$ cat config.mk
export PLATFORM = sky130hd
export DESIGN_NAME = counter_cmd_seq
export DESIGN_NICKNAME = d
export VERILOG_FILES = /design/src/rtl/counter_cmd_pkg.sv /design/src/rtl/counter_cmd_seq.sv
export SDC_FILE = /design/constraint.sdc
export NUM_CORES = 1
export LEC_CHECK = 0
export CAP_MARGIN = 20
export CORE_ASPECT_RATIO = 0.75
export CORE_MARGIN = 2
export CORE_UTILIZATION = 50
export DETAILED_ROUTE_END_ITERATION = 10
export PLACE_DENSITY = 0.8
export SETUP_SLACK_MARGIN = 0.3
export SYNTH_ARGS = -nofsm -noshare
export SYNTH_HDL_FRONTEND = slang
export SYNTH_SLANG_ARGS = --single-unit
$ cat constraint.sdc
create_clock -name clk_i -period 3.6 [get_ports clk_i]
set_clock_uncertainty 0.15 [all_clocks]
set_input_delay 0.36 -clock clk_i [delete_from_list [all_inputs] [get_ports clk_i]]
set_output_delay 0.36 -clock clk_i [all_outputs]
set_load 0.05 [all_outputs]
$ cat src/rtl/counter_cmd_pkg.sv
`default_nettype none
// ============================================================================
// Module   : counter_cmd_pkg
// Brief    : Shared types for the counter command sequencer (opcodes and
//            sequencer states).
// Revision : 1.0 - initial release
// ============================================================================
package counter_cmd_pkg;

    // Command opcodes as carried on cmd_op_i
    typedef enum logic [1:0] {
        OP_NOP  = 2'b00,
        OP_LOAD = 2'b01,
        OP_RUN  = 2'b10,
        OP_HOLD = 2'b11
    } cmd_op_e;

    // Sequencer FSM states
    typedef enum logic [1:0] {
        ST_IDLE = 2'b00,
        ST_LOAD = 2'b01,
        ST_RUN  = 2'b10,
        ST_HOLD = 2'b11
    } seq_state_e;

endpackage : counter_cmd_pkg
`default_nettype wire

$ cat src/rtl/counter_cmd_seq.sv
`default_nettype none
// ============================================================================
// Module   : counter_cmd_seq
// Brief    : Command sequencer driving a counter's load/enable/data controls.
//            Accepts NOP/LOAD/RUN/HOLD over valid/ready, emits cycle-exact
//            control patterns and a one-cycle done pulse per command.
// Revision : 1.0 - initial release
// ============================================================================
module counter_cmd_seq
    import counter_cmd_pkg::*;
#(
    parameter int WIDTH = 8
) (
    input  logic             clk_i,
    input  logic             rst_ni,
    input  logic             cmd_valid_i,
    output logic             cmd_ready_o,
    input  logic [1:0]       cmd_op_i,
    input  logic [WIDTH-1:0] cmd_arg_i,
    input  logic             abort_i,
    output logic             load_o,
    output logic             enable_o,
    output logic [WIDTH-1:0] data_o,
    output logic             busy_o,
    output logic             done_o
);

    seq_state_e       r_state;
    logic [WIDTH-1:0] r_remaining;
    logic             r_load;
    logic             r_enable;
    logic [WIDTH-1:0] r_data;
    logic             r_busy;
    logic             r_done;

    cmd_op_e          w_op;
    logic             w_accept;
    logic             w_arg_zero;

    // Ready is held low while in reset so every output reads 0 during reset
    assign cmd_ready_o = rst_ni && (r_state == ST_IDLE) && !abort_i;
    assign w_accept    = cmd_valid_i && cmd_ready_o;
    assign w_op        = cmd_op_e'(cmd_op_i);
    assign w_arg_zero  = (cmd_arg_i == '0);

    assign load_o      = r_load;
    assign enable_o    = r_enable;
    assign data_o      = r_data;
    assign busy_o      = r_busy;
    assign done_o      = r_done;

    // Sequencer FSM: state, remaining-count down-counter and registered outputs
    always_ff @(posedge clk_i or negedge rst_ni) begin
        if (!rst_ni) begin
            r_state     <= ST_IDLE;
            r_remaining <= '0;
            r_load      <= 1'b0;
            r_enable    <= 1'b0;
            r_data      <= '0;
            r_busy      <= 1'b0;
            r_done      <= 1'b0;
        end else begin
            // done is a single-cycle pulse unless a branch below re-asserts it
            r_done <= 1'b0;
            case (r_state)
                ST_IDLE: begin
                    if (w_accept) begin
                        case (w_op)
                            OP_LOAD: begin
                                r_state <= ST_LOAD;
                                r_load  <= 1'b1;
                                r_data  <= cmd_arg_i;
                                r_busy  <= 1'b1;
                            end
                            OP_RUN, OP_HOLD: begin
                                if (w_arg_zero) begin
                                    // zero-length run/hold completes immediately
                                    r_done <= 1'b1;
                                end else begin
                                    r_state     <= (w_op == OP_RUN) ? ST_RUN : ST_HOLD;
                                    r_remaining <= cmd_arg_i;
                                    r_enable    <= (w_op == OP_RUN);
                                    r_busy      <= 1'b1;
                                end
                            end
                            default: begin
                                r_done <= 1'b1;
                            end
                        endcase
                    end
                end
                ST_LOAD: begin
                    // single load cycle; abort suppresses only the done pulse
                    r_state <= ST_IDLE;
                    r_load  <= 1'b0;
                    r_busy  <= 1'b0;
                    r_done  <= !abort_i;
                end
                ST_RUN, ST_HOLD: begin
                    if (abort_i || (r_remaining == WIDTH'(1))) begin
                        r_state     <= ST_IDLE;
                        r_remaining <= '0;
                        r_enable    <= 1'b0;
                        r_busy      <= 1'b0;
                        r_done      <= !abort_i;
                    end else begin
                        r_remaining <= r_remaining - WIDTH'(1);
                    end
                end
                default: begin
                    r_state  <= ST_IDLE;
                    r_load   <= 1'b0;
                    r_enable <= 1'b0;
                    r_busy   <= 1'b0;
                end
            endcase
        end
    end

endmodule : counter_cmd_seq
`default_nettype wire

==> results of run 1 <==
## worst paths after layout
kind	to	slack [ns]	depth (start not counted)
max in group asynchronous	data_o[3]	2.47	2
min in group clk_i	busy_o	0.38	2
hold reg to reg	busy_o	0.38	2
setup / recovery	cmd_ready_o	1.11	3
hold / removal	r_state[0]	0.23	1
setup reg to reg	r_remaining[1]	1.18	6
## flip-flops by register name, summed over array words and instances, names as in the netlist
signal	cells
data_o	8
enable_o	1
r_remaining	8
load_o	1
r_state	2
done_o	1
busy_o	1
## cells by family after synthesis
logic type | Yosys count | synth area share, %
AO/OA/AOI/OAI | 30 | 19.35
XOR/XNOR | 2 | 1.506
adder cells (fa/ha/maj) | 2 | 2.150
buffers and inverters | 9 | 3.548
flip-flops | 22 | 47.31
multiplexers | 13 | 12.15
AND/OR/NAND/NOR | 28 | 13.98
## routing by layer
metal | vias up | part of all wire, % | track usage (%)
met5 | - | 0 | 0
met4 | 0 | 0.58 | 3.111
met3 | 2 | 5.5 | 6.818
met2 | 24 | 44 | 33.91
met1 | 474 | 50 | 34.11
li1 | 470 | - | -
## power by group through the flow
stage,Clock (mW),Sequential (mW),Combinational (mW)
global route,0.151,0.372,0.391
global placement,0,0.364,0.364
detailed placement,0,0.366,0.366
finish,0.135,0.363,0.367
floorplan,0,0.453,0.164
CTS,0.138,0.362,0.368
## worst register-to-register path, stage by stage, from the launching register on
cell and delay (ns):
dfrtp_1 0.44, inv_1 0.14, ha_1 0.20, or3b_2 0.51, o21ai_1 0.48, a2bb2oi_1 0.27
mux2i_1 0.10
## stage by stage
step / power [mW] / cells / utilization (%) / worst slack (ns) / cell area [um^2]
floorplan: 0.6170 / 106 / - / 0.3762 / 1164
global placement: 0.7278 / 157 / 64.50 / 0.9007 / 1453
detailed placement: 0.7320 / 157 / 64.50 / 0.8730 / 1453
CTS: 0.8680 / 161 / 66.11 / 1.103 / 1489
global route: 0.9137 / 161 / 66.11 / 0.9581 / 1489
finish: 0.8649 / 161 / 66.11 / 1.111 / 1489
## cells in the final DEF, fill, tap and decap left out, types with 2 or more instances in the layout
cell / Yosys / routed
a21oi_1: 7 / 7
a32oi_1: 4 / 4
buf_4: 0 / 3
clkbuf_4: 0 / 3
clkdlybuf4s50_1: 0 / 25
dfrtp_1: 22 / 22
ha_1: 2 / 2
inv_1: 6 / 6
mux2_2: 9 / 9
mux2i_1: 4 / 4
nand2_1: 5 / 5
nor2_1: 4 / 4
nor2b_1: 2 / 2
nor3_1: 4 / 4
nor4_1: 4 / 4
o21ai_0: 2 / 2
o22ai_1: 4 / 4
o2bb2ai_1: 6 / 6
o32ai_1: 2 / 2
xnor2_1: 2 / 2
## final cells by class
cell class	instances	area (um^2)	share of cell area (%)
Sequential cell	22	550.5	36.97
Clock buffer	4	36.28	2.437
Timing Repair Buffer	28	272.8	18.32
Tap cell	25	31.28	2.101
Multi-Input combinational cell	75	571.8	38.40
Inverter	7	26.28	1.765
==> results.cfg, run 1 <==
[status]
status = finished clean

[setup_path]
arrival_ns = 1.98
end_kind = output port
r2r-start = r_remaining[1]
path_buf_inv = 2
path_cells = clkdlybuf4s50_1 > nor4b_1 > buf_4
crit_type = in -> out
worstSetupStartpointType = primary input
cpMaxStageDelayCell = clkdlybuf4s50_1
startpoint = rst_ni
path_delay_family = buffers and inverters
critical_path_required_ns = 3.09
cp_slowest_stage_delay_ns = 0.81
path_max_fanout = 12

[clock_network]
post_cts_resized = 0
clk_pin_slew_worst_paths_ns = 0.12
postCtsSetupBuffers = 0
cts_tree = done
clock_sinks = 22
htree_levels = 1
clk_latency_ns = 0.31
cts_root_buf = clkbuf_4
cts_buffers = 3
cts_max_path_buffers = 2
hold_buffers = 0

[synth]
syn_nets = 122
ys_ff_latch = 22
synth_top_flop_cell = dfrtp_1
synthCells = 106
synth_area_um2 = 1164
yosysWarningCount = 0
synth_top_area_cell = dfrtp_1
synth_commonest_cells = 22 x dfrtp_1, 9 x mux2_2, 7 x a21oi_1
netlist_top_cells_area = dfrtp_1 47%, mux2_2 8.7%, o2bb2ai_1 4.5%
synth_top_area_share_pct = 47.31
ys_async_sr_fraction_pct = 100.0
synth_edf_count = 0
synth.most_common_cell = dfrtp_1
ys_types = 34
yosysSeqAreaShare_pct = 47.31
avgSynthCellArea_um2 = 10.98

[placement]
port_buffers = 26
dpl.hpwl_um = 2097
gp_congestion = 0.9003

[route]
drt-initial-drc-count = 46
drc_errors = 0
drt_pass1_iterations = 4
vias_per_cell = 6.025
drt_wl_total_um = 2775
route.antenna.remaining_nets = 0
routedWlPerCell_um = 17.24
vias = 970

[sta]
setup_viol = 0
period_share_pct = 69.13
post-route-min-period_ns = 2.489
rsz0062_at_grt = false
worst_pin_slew_ns = 0.5604
slew-limit-headroom_pct = 62.39
hold_viol = 0
maxSlewViolCount = 0
fmax_ghz = 0.4018
hold_slack_ns = 0.2331
fin_setup_tns_ns = 0

[power]
share_comb_of_total_power_pct = 42.4
seq_power_share_pct = 42.0
swShare_pct = 40.06
p_switching_mw = 0.3464
peakVddDrop_uv = 354.4
clockPowerShare_pct = 15.6
p_leak_nw = 0.6013
p_int_mw = 0.5185
power.density_nw_per_um2 = 580.9

[layout]
nFillCells = 173
antenna_cells = 0
area_growth_pct = 27.96
nNetsFinal = 153
drive_above_1_share_pct = 15.44

[die]
die_h_um = 45.78
die_x_um = 59.71
ioPinCount = 27
initial_utilization_pct = 51.67
die_area_um2 = 2733
core-area_um2 = 2252
rows = 15

[worst_hold_path]
hold_class = in -> async

[run]
cap_viol_max_count = 0

[grt]
grt.total_usage_pct = 22.95
grt_pass1_vias = 905
antenna_found_initial = 0
grt_pass1_wl_um = 4540
grt_start_max_net_pins = 14
grt-ovfl-total = 0
Power figures use the tool's default switching activity.
==> run 2: changes to the inputs <==
--- a/config.mk
+++ b/config.mk
@@ -8,9 +8,9 @@
 export CAP_MARGIN = 20
 export CORE_ASPECT_RATIO = 0.75
 export CORE_MARGIN = 2
-export CORE_UTILIZATION = 50
+export CORE_UTILIZATION = 49
 export DETAILED_ROUTE_END_ITERATION = 10
-export PLACE_DENSITY = 0.8
+export PLACE_DENSITY = 0.79
 export SETUP_SLACK_MARGIN = 0.3
 export SYNTH_ARGS = -nofsm -noshare
 export SYNTH_HDL_FRONTEND = slang
==> constraint.sdc (replaced) <==
create_clock -name clk_i -period 2.6 [get_ports clk_i]
set_clock_uncertainty 0.15 [all_clocks]
set_input_delay 0.26 -clock clk_i [delete_from_list [all_inputs] [get_ports clk_i]]
set_output_delay 0.26 -clock clk_i [all_outputs]
set_load 0.05 [all_outputs]
==> run 2 against run 1 <==
Net effect: routed wire length is 3.0% higher; clock power rose by 39%; sequential power increased by 39%; first-iteration DRC count increased by 93%; die area increased by 1.9%; register-to-register slack lost 0.82 ns; worst hold slack got worse by 0.055 ns; highest routed layer unchanged.
==> results.cfg, run 2 (synthesis results as in run 1) <==
[clock_network]
clock_sinks = 22
cts_buffers = 3
cts_root_buf = clkbuf_4
htree_levels = 1
cts_tree = done
postCtsSetupBuffers = 0
hold_buffers = 0
clk_pin_slew_worst_paths_ns = 0.12
cts_max_path_buffers = 2
clk_latency_ns = 0.31

[layout]
multiInputGateArea_um2 = 593.1
final_common_cell = clkdlybuf4s50_1
regArea_um2 = 550.5
antenna_cells = 0
drive_above_1_share_pct = 19.42
area_growth_pct = 33.76
nNetsFinal = 156
nFillCells = 169
final_cell_mix = 25 x clkdlybuf4s50_1, 22 x dfrtp_1, 9 x mux2_2
fin_cells = 173

[placement]
gp_congestion = 0.9655
place_inst = 169
dpl.hpwl_um = 2212
port_buffers = 26
pre_cts_slack_ns = 0.3527

[grt]
grt-ovfl-total = 0
top_usage_layer = met2
grtUsageMet3_pct = 5.618
grt_start_max_net_pins = 17
antenna_found_initial = 0
grt.total_usage_pct = 23.73
use_met1_pct = 34.21
grtUsageMet2_pct = 36.52
grt_pass1_wl_um = 4843
grt_pass1_vias = 1011

[route]
vias = 1022
drt_wl_total_um = 2859
drc_errors = 0
drt_pass1_iterations = 4
vias_per_cell = 5.908
routedWlPerCell_um = 16.53
route.antenna.remaining_nets = 0
drt-initial-drc-count = 89

[sta]
worst_pin_slew_ns = 0.5057
fin_setup_tns_ns = 0
hold_slack_ns = 0.1781
hold_viol = 0
maxSlewViolCount = 0
rsz0062_at_grt = false
slew-limit-headroom_pct = 66.18
fmax_ghz = 0.4473
layout_setup_ws_ns = 0.3643
post-route-min-period_ns = 2.236
setup_viol = 0
period_share_pct = 85.99

[setup_path]
cp_slowest_stage_delay_ns = 0.52
crit_type = reg -> reg
path_delay_family = simple AND/OR/NAND/NOR gates
path_cells = inv_2 > ha_1 > or3b_2 > o21a_4 > a22o_1 > mux2_2
critical_path_required_ns = 2.66
r2r_cells = 6
cp_num_cells = 6
path_buf_inv = 1
cpMaxStageDelayCell = or3b_2
end_kind = flop
path_max_fanout = 6
worstSetupStartpointType = flop
arrival_ns = 2.29

[die]
rows = 15
ioPinCount = 27
die_area_um2 = 2784
core-area_um2 = 2271
die_x_um = 60.27
initial_utilization_pct = 51.24
die_h_um = 46.20

[run]
cap_viol_max_count = 0

[status]
status = finished clean

[power]
p_leak_nw = 0.6247
power.density_nw_per_um2 = 785.7
peakVddDrop_uv = 521.6

[worst_hold_path]
hold_class = in -> async
-- run 2: cell types whose count changed in the layout (fill, tap and decap cells not counted), sizes merged --
cell and change:
buf +3
-- run 2: report_power, final --
group          internal, mW  total [mW]  switching [mW]
registers             0.421       0.504          0.0823
clock network        0.0855       0.188           0.102
logic                 0.222       0.531           0.310
-- run 2: path summary, 6_finish.rpt --
kind | start | slack (ns) | to
min reg2reg | data_o[1] | 0.37 | data_o[1]
max | r_remaining[1] | 0.36 | r_remaining[0]
max reg2reg | r_remaining[1] | 0.36 | r_remaining[0]
min | rst_ni | 0.18 | r_state[0]
min in group clk_i | data_o[1] | 0.37 | data_o[1]
max in group asynchronous | rst_ni | 1.89 | busy_o
-- run 2: area by class of cell --
type | count | area share [%]
multi-input combinational | 75 | 38.10
sequential | 22 | 35.37
timing repair buffer | 31 | 19.77
tap | 34 | 2.733
clock buffer | 4 | 2.331
inverter | 7 | 1.688
-- run 2: timing repair --
action,CTS,global route
hold endpoints to repair,0,0
setup endpoints to repair,0,2
gates resized for setup,0,2
-- run 2: metrics by stage --
stage / utilization (%) / total power, mW / cell area (um^2)
finish: 68.54 / 1.223 / 1556
global route: 68.54 / 1.288 / 1556
CTS: 68.26 / 1.219 / 1550
detailed placement: 66.67 / 1.030 / 1514
global placement: 66.67 / 1.017 / 1514
floorplan: - / 0.8565 / 1179
-- run 2: metal layers --
layer / up-vias / routed length, um
met5: - / 0
met2: 56 / 1305
met3: 7 / 229
li1: 472 / -
met1: 487 / 1294
met4: 0 / 29
==> run 3: changes to the inputs <==
--- a/config.mk
+++ b/config.mk
@@ -5,7 +5,6 @@
 export SDC_FILE = /design/constraint.sdc
 export NUM_CORES = 1
 export LEC_CHECK = 0
-export CAP_MARGIN = 20
 export CORE_ASPECT_RATIO = 0.75
 export CORE_MARGIN = 2
 export CORE_UTILIZATION = 49
==> results of run 3 <==
No change in the layout: final DEF, timing and power equal those of run 2.
